### src/rtl/dcache_ctrl.sv
// Direct-mapped write-back data cache controller: zero-latency hits, line fill / victim writeback FSM.
// Optional hit/miss statistics counters are enabled with `define DCACHE_STATS_EN.
module dcache_ctrl #(
  parameter int INDEX_W = 3
) (
  input  logic        clk,
  input  logic        rst,
  input  logic        cpu_rd,
  input  logic        cpu_wr,
  input  logic [15:0] cpu_addr,
  input  logic [15:0] cpu_wdata,
  output logic [15:0] cpu_rdata,
  output logic        cpu_stall,
  output logic        mem_rd,
  output logic        mem_wr,
  output logic [13:0] mem_addr,
  output logic [63:0] mem_wdata,
  input  logic [63:0] mem_rdata,
  input  logic        mem_rdy
`ifdef DCACHE_STATS_EN
  ,
  output logic [15:0] hit_cnt,
  output logic [15:0] miss_cnt
`endif
);

  localparam int LINES = 1 << INDEX_W;
  localparam int TAG_W = 14 - INDEX_W;

  typedef enum logic [1:0] {
    IDLE      = 2'd0,
    WRITEBACK = 2'd1,
    ALLOCATE  = 2'd2
  } state_t;

  state_t state_r, state_s;

  logic [63:0]      data_r [LINES];
  logic [TAG_W-1:0] tag_r  [LINES];
  logic [LINES-1:0] valid_r;
  logic [LINES-1:0] dirty_r;
  logic [13:0]      req_line_r;

  logic               req_s, hit_s, hit_wr_s, miss_s, wb_done_s, fill_s;
  logic [INDEX_W-1:0] idx_s, ridx_s;
  logic [TAG_W-1:0]   tag_s;
  logic [1:0]         off_s;
  logic [15:0]        word_s;

  assign req_s     = cpu_rd | cpu_wr;
  assign idx_s     = cpu_addr[2+INDEX_W-1:2];
  assign tag_s     = cpu_addr[15:2+INDEX_W];
  assign off_s     = cpu_addr[1:0];
  assign hit_s     = valid_r[idx_s] && (tag_r[idx_s] == tag_s);
  assign word_s    = data_r[idx_s][{off_s, 4'b0000} +: 16];
  // The miss is serviced from the line address latched at detection, not the live address.
  assign ridx_s    = req_line_r[INDEX_W-1:0];
  assign wb_done_s = (state_r == WRITEBACK) && mem_rdy;
  assign fill_s    = (state_r == ALLOCATE) && mem_rdy;

  // Next-state and output decode; everything is forced to zero while rst is high.
  always_comb begin
    state_s   = state_r;
    cpu_stall = 1'b0;
    cpu_rdata = 16'h0000;
    mem_rd    = 1'b0;
    mem_wr    = 1'b0;
    mem_addr  = 14'h0000;
    mem_wdata = 64'h0000_0000_0000_0000;
    hit_wr_s  = 1'b0;
    miss_s    = 1'b0;
    if (rst) begin
      state_s = IDLE;
    end else begin
      case (state_r)
        IDLE: begin
          if (!req_s) begin
            state_s = IDLE;
          end else if (hit_s) begin
            if (cpu_wr) begin
              hit_wr_s = 1'b1;
            end else begin
              cpu_rdata = word_s;
            end
          end else begin
            cpu_stall = 1'b1;
            miss_s    = 1'b1;
            if (valid_r[idx_s] && dirty_r[idx_s]) begin
              state_s = WRITEBACK;
            end else begin
              state_s = ALLOCATE;
            end
          end
        end
        WRITEBACK: begin
          mem_wr    = 1'b1;
          mem_addr  = {tag_r[ridx_s], ridx_s};
          mem_wdata = data_r[ridx_s];
          cpu_stall = 1'b1;
          if (mem_rdy) begin
            state_s = ALLOCATE;
          end else begin
            state_s = WRITEBACK;
          end
        end
        ALLOCATE: begin
          mem_rd    = 1'b1;
          mem_addr  = req_line_r;
          cpu_stall = 1'b1;
          if (mem_rdy) begin
            state_s = IDLE;
          end else begin
            state_s = ALLOCATE;
          end
        end
        default: begin
          state_s = IDLE;
        end
      endcase
    end
  end

  // FSM state register.
  always_ff @(posedge clk) begin
    if (rst) begin
      state_r <= IDLE;
    end else begin
      state_r <= state_s;
    end
  end

  // Latch the missing line address at miss detection.
  always_ff @(posedge clk) begin
    if (rst) begin
      req_line_r <= 14'h0000;
    end else if (miss_s) begin
      req_line_r <= cpu_addr[15:2];
    end else begin
      req_line_r <= req_line_r;
    end
  end

  // Line storage: data and tags keep their contents across reset; valid/dirty are cleared.
  always_ff @(posedge clk) begin
    if (rst) begin
      valid_r <= '0;
      dirty_r <= '0;
    end else begin
      if (hit_wr_s) begin
        data_r[idx_s][{off_s, 4'b0000} +: 16] <= cpu_wdata;
        dirty_r[idx_s] <= 1'b1;
      end
      if (wb_done_s) begin
        dirty_r[ridx_s] <= 1'b0;
      end
      if (fill_s) begin
        data_r[ridx_s]  <= mem_rdata;
        tag_r[ridx_s]   <= req_line_r[13:INDEX_W];
        valid_r[ridx_s] <= 1'b1;
        dirty_r[ridx_s] <= 1'b0;
      end
    end
  end

`ifdef DCACHE_STATS_EN
  logic post_fill_r;

  // Saturating counters; the hit that completes a fill is not counted as a hit.
  always_ff @(posedge clk) begin
    if (rst) begin
      post_fill_r <= 1'b0;
      hit_cnt     <= 16'h0000;
      miss_cnt    <= 16'h0000;
    end else begin
      post_fill_r <= fill_s;
      if ((state_r == IDLE) && req_s && hit_s && !post_fill_r && (hit_cnt != 16'hFFFF)) begin
        hit_cnt <= hit_cnt + 16'd1;
      end
      if (miss_s && (miss_cnt != 16'hFFFF)) begin
        miss_cnt <= miss_cnt + 16'd1;
      end
    end
  end
`endif

endmodule

### config.mk
export PLATFORM = sky130hd
export DESIGN_NAME = dcache_ctrl
export DESIGN_NICKNAME = d
export VERILOG_FILES = /design/src/rtl/dcache_ctrl.sv
export SDC_FILE = /design/constraint.sdc
export NUM_CORES = 1
export LEC_CHECK = 0
export ABC_AREA = 1
export ABC_CLOCK_PERIOD_IN_PS = 7400
export CELL_PAD_IN_SITES_DETAIL_PLACEMENT = 2
export CELL_PAD_IN_SITES_GLOBAL_PLACEMENT = 2
export CORE_MARGIN = 5
export CORE_UTILIZATION = 43
export CTS_BUF_LIST = sky130_fd_sc_hd__clkbuf_8
export CTS_CLUSTER_SIZE = 30
export DETAILED_ROUTE_END_ITERATION = 8
export PLACE_DENSITY_LB_ADDON = 0.1
export SLEW_MARGIN = 20
export SYNTH_ARGS = -nofsm -noshare
export SYNTH_HDL_FRONTEND = slang
export SYNTH_SLANG_ARGS = --single-unit
### constraint.sdc
create_clock -name clk -period 7.4 [get_ports clk]
set_clock_uncertainty 0.15 [all_clocks]
set_input_delay 1.48 -clock clk [delete_from_list [all_inputs] [get_ports clk]]
set_output_delay 1.48 -clock clk [all_outputs]
set_load 0.02 [all_outputs]
After elaboration in Yosys (flattened, before gate mapping). Memories as Yosys holds them, arrays and structs flattened. A register that Yosys moved wholly into a read port is not among the register bits. Index checks and enable logic that the tools add are counted.

Bitwise gates (word level): 6. Add/sub/neg operators: 1. Mux-type cells: 56. $mul: 0. Divide/modulo/power cells: 0. Eq/ne operators: 4. Reductions and logical operators: 9. Magnitude comparators: 4. Shift operators: 3.

Operators by type and width (count): 2-to-1 mux 64 bit (5); 2-to-1 mux 16 bit (5); OR reduction 64 bit (1); variable shift 16 x 8 -> 64 bit, first input constant (1); indexed part select 16 x 8 -> 64 bit (1); indexed part select 64 x 7 -> 16 bit (1); 2-to-1 mux 8 bit (5); one-hot mux 14 bit (2 select lines) (1); 2-to-1 mux 1 bit (23); bitwise AND 8 bit (2); bitwise OR 8 bit (2); 2-to-1 mux 3 bit (5); 2-to-1 mux 14 bit (1); equality test 11 bit (1); 2-to-1 mux 2 bit (5); less-than comparator 3 x 4 -> 1 bit, second input constant (2); negation 6 -> 8 bit (1); inverter 8 bit (1); binary-select mux 1 bit (select 3 bit) (2); demux 1 bit (select 3 bit) (2); greater-or-equal comparator 3 x 1 -> 1 bit, second input constant (2); logical AND 1 bit (6); one-hot mux 2 bit (3 select lines) (1); != test 3 bit, second input constant (1); 6 further kinds (6).

Memory bits (read-only): 0. Input bits: 101. RAM bits: 600. Bits in latches: 0. Bits in registers: 32. Memories: 2. Word-level logic and storage cells: 89.

Memory list: data_r (words 8, width 64, rd ports 2, clocked after memory_dff 1, write ports 1, line 38) `logic [63:0] data_r [LINES];`; tag_r (words 8, width 11, rd ports 2, clocked after memory_dff 1, write ports 1, line 39) `logic [TAG_W-1:0] tag_r [LINES];`.

Depth between registers and ports, before layout.
Depth in word-level cells: 14. Depth in mapped cells: 18.

Worst setup path before layout. OpenSTA, ideal clock, no wires.

Path kind: input port to output port. Start: input cpu_addr[3]. End: output cpu_rdata[15]. Arrival time: 3.132 ns. Cell stages on the path: 11. Slack: 2.638 ns. Data required time: 5.770 ns. Cell sequence: buf_4 -> buf_2 -> nand2_1 -> nor2_1 -> clkbuf_1 -> a221oi_1 -> nand4_1 -> nand3_1 -> nand2_1 -> nand2_1 -> nor2_1.

Longest elaborated chain between the ends: 7. Elaborated cells between the ends (all ways): 12. Those cells by class: eq/ne: 1; shift: 1; mux: 7; reduce/logical: 1; memory: 2.

Ends and longest elaborated chain: start, declared (line 10) `input logic [15:0] cpu_addr,`; memory read (8 x 64 bit), or another cell as far along; indexed part select 64 x 7 -> 16 bit, or another cell as far along (line 55) `assign word_s = data_r[idx_s][{off_s, 4'b0000} +: 16];`; 2-to-1 mux 16 bit or logical AND 1 bit (tied branches) (line 80, 54); 2-to-1 mux 16 bit (*) (line 79) `end else if (hit_s) begin`; 2-to-1 mux 16 bit (*) (line 77) `if (!req_s) begin`; 2-to-1 mux 16 bit (*) (line 75) `case (state_r)`; 2-to-1 mux 16 bit (*) (line 72) `if (rst) begin`; end, declared (line 12) `output logic [15:0] cpu_rdata,`.

Every way passes the cells marked *; elsewhere a longest branch is shown, timed or not. The select of a mux whose other input is x is not followed.

Final worst setup path.
Start: input cpu_addr[3]. End: output cpu_rdata[5].

The elaborated chain is that of the path after synthesis.

==> run metrics <==
status complete, no violations; placed wire-length estimate after detailed placement 94.5 mm; area growth from synthesis to final layout 17.8%; number of flops mapped to enable cells by yosys 600; met1 layer wirelength in the final routing 56.3 mm; setup slack at placement 0.761 ns; Clk Tree Root Cell sky130_fd_sc_hd__clkbuf_8; total of fill cells in the finished design 7,506; CTS clock-pin slew for the worst setup and hold paths 0.07 ns; flops & latches, synth 635; proportion of synthesized chip area in sequential cells 0.598; number of gates on the worst path with buffers counted 13; cell count after synthesis 3,300; worst min-delay path class reg -> reg; count of buffering cells on the critical path with inverters included 5; maximum fanout count along the critical path 32; most common cell after layout, fill and taps aside sky130_fd_sc_hd__edfxtp_1; die outline width 280 µm; met2 wire length 69.5 mm; highest clock frequency the design can meet 0.147 GHz; Num CTS Buffers 111; type of element capturing the critical path output port; Final TNS setup 0 ns; number of hold buffers added after CTS 0; leading post-synthesis cells by cell area sky130_fd_sc_hd__edfxtp_1 58%, sky130_fd_sc_hd__o21ai_0 8.0%, sky130_fd_sc_hd__nand2_1 6.4%, sky130_fd_sc_hd__a21oi_1 4.4%, sky130_fd_sc_hd__inv_1 4.0%; DR WL met3 13.4 mm; Detailed Route WL 148 mm; Cell variety after synth 38; number of cells after detailed placement 4,339; via density per instance 6.43; number of global-route vias before repair 31,800; max_slew headroom 0.214; detailed-router iteration count before antenna repair 5; Net count, final 3,603; Max Transition Viols Final 0; Remaining Overflow, GRT 0; area leader, netlist sky130_fd_sc_hd__edfxtp_1; TritonCTS clock tree yes; Clock Latency Late Sink 0.75 ns; highest layer used for signal routing met5; Std-Cell Rows 99; routed wire length per instance 32.6 µm; number of cells upsized or downsized after cts 0; worst-margin pin slew 1.17 ns; fraction of registers with async set or reset after synthesis 0; Final Total Pwr 8.19 mW; hold violation total from the final report 0; syn nets 3,410; Initial Util 0.431; most frequently used flop master after synthesis sky130_fd_sc_hd__edfxtp_1; GR Util All Layers 0.369; Worst EP arrival 5.18 ns; global-route wire length before repair 215 mm; number of violations of the max-capacitance limit 0; unrepaired setup endpoints after global routing no; Mean Syn Cell Area 9.49 µm²; setup fix buffers added after clock tree synthesis 0; antenna violations before repair 7; fraction of layout instances using a drive strength above 1 0.0917; area fraction of the dominant cell type after synthesis 0.576; number of antenna-violating nets in the routed design 0; final non-filler cell total 4,550; clk sink count 635; final RePlAce weighted congestion 0.883; overall die area 78,300 µm²; Setup-failing EPs final 0; type of origin of the critical path input port; core box area 72,600 µm²; period utilisation layout 0.920; Crit path max-delay family buffers and inverters; clock period minus final worst setup slack 6.81 ns; number of DRC violations after detailed routing 0; cell with the largest stage delay on the worst path sky130_fd_sc_hd__clkdlybuf4s50_1; Bufs on Longest Clock Path 3; most frequent cells in the layout 600 x sky130_fd_sc_hd__edfxtp_1, 533 x sky130_fd_sc_hd__nand2_1, 496 x sky130_fd_sc_hd__o21ai_0, 367 x sky130_fd_sc_hd__inv_1, 258 x sky130_fd_sc_hd__nor2_1; Synth Cell Area 31,300 µm²; I/O Buffers 197; count of vias placed by the detailed router 29,300; H-tree depth 3; worst vdd rail ir drop 0.000146 V; cell depth of the worst min-delay path 2; Finished Core Util 0.508; number of primary I/O pins 198; required time of the critical path 5.77 ns; worst setup margin 0.589 ns; die extent in y 280 µm; maximum number of pins on one net before global-route repair 223; power density normalized to cell area 222 nW/µm²; critical path cell sequence clkdlybuf4s50_1 -> buf_4 -> nor2_4 -> nand2_2 -> inv_2 -> buf_12 -> a221oi_1 -> nand4_1 -> nand3_1 -> nand2_1 -> nand2_1 -> nor2_1 -> clkdlybuf4s50_1; type of the setup path with the least slack in -> out; longest individual stage delay on the worst path 0.71 ns; Yosys warnings 0; Static Leakage 13.3 nW; Worst Reg-to-Reg Cells 10; 1st-iter DRT viols 3,100
registers in the layout, summed over array words and instances, names as in the netlist, named ones only:
name / flops
state_r: 2
req_line_r: 14
tag_r: 88
data_r: 512
valid_r: 8
dirty_r: 8
layout make-up:
type	count	area, µm²	share of cell area
Sequential cell	635	18700	0.508
Multi-Input combinational cell	2089	10600	0.287
Timing Repair Buffer	315	3020	0.0820
Clock buffer	117	1610	0.0437
Inverter	341	1290	0.0350
Tap cell	959	1200	0.0325
Clock inverter	90	450	0.0122
Antenna cell	4	10.0	0.000271
metal layers:
layer  track usage  vias to the layer above
met3        0.0805                      512
met4         0.195                        6
met1         0.460                    14900
met2         0.606                     1788
met5             0                        -
li1              -                    12100
report_power, final:
part / switching, mW / internal, mW
registers: 0.0375 / 3.98
logic: 0.760 / 0.264
clock network: 1.59 / 1.56
synth_stat cells, types with 9 or more instances:
cell and n:
sky130_fd_sc_hd__nand4_1 42, sky130_fd_sc_hd__a31oi_1 64, sky130_fd_sc_hd__a22oi_1 24, sky130_fd_sc_hd__a221oi_1 50, sky130_fd_sc_hd__o2111ai_1 10, sky130_fd_sc_hd__buf_2 22, sky130_fd_sc_hd__o22ai_1 28, sky130_fd_sc_hd__nor3_1 9
sky130_fd_sc_hd__inv_1 334, sky130_fd_sc_hd__nand3_1 158, sky130_fd_sc_hd__nor2_1 272, sky130_fd_sc_hd__buf_1 37, sky130_fd_sc_hd__o21ai_0 502, sky130_fd_sc_hd__edfxtp_1 600, sky130_fd_sc_hd__dfxtp_1 35, sky130_fd_sc_hd__a211oi_1 16
sky130_fd_sc_hd__clkbuf_1 161, sky130_fd_sc_hd__a21oi_1 275, sky130_fd_sc_hd__ha_1 9, sky130_fd_sc_hd__nand2_1 536, sky130_fd_sc_hd__o211ai_1 53
worst paths after layout:
check,start,end,slack (ns)
max,cpu_addr[3],cpu_rdata[5],0.59
min,dirty_r[6],dirty_r[6],0.31
max reg2reg,state_r[0],data_r[6][23],2.56
min reg2reg,dirty_r[6],dirty_r[6],0.31
worst reg2reg max path: stages, from the launching register on:
cell and delay, ns:
sky130_fd_sc_hd__dfxtp_1 0.34, sky130_fd_sc_hd__inv_1 0.09, sky130_fd_sc_hd__ha_1 0.80, sky130_fd_sc_hd__nand2_1 0.21, sky130_fd_sc_hd__nor2_4 0.19, sky130_fd_sc_hd__buf_4 0.77, sky130_fd_sc_hd__nand2_1 0.10, sky130_fd_sc_hd__o21ai_0 0.32
sky130_fd_sc_hd__nand2_1 0.37, sky130_fd_sc_hd__a21oi_2 0.80, sky130_fd_sc_hd__buf_4 0.38
kinds of logic after synthesis:
family          after synthesis  synth area share
buf+inv                     576            0.0727
flops                       635             0.598
fa+ha+maj                     9           0.00360
compound gates             1049             0.189
simple gates               1031             0.137
through the flow:
| step | area, µm² | hold slack [ns] |
|---|---|---|
| 2_1_floorplan | 31300 | 0.278 |
| 3_3_place_gp | 34800 | 0.290 |
| 3_5_place_dp | 34800 | 0.305 |
| 4_1_cts | 36900 | 0.314 |
| 5_1_grt | 36900 | 0.328 |
| 6_report | 36900 | 0.314 |
No activity file was read; power rests on OpenSTA's default activity.
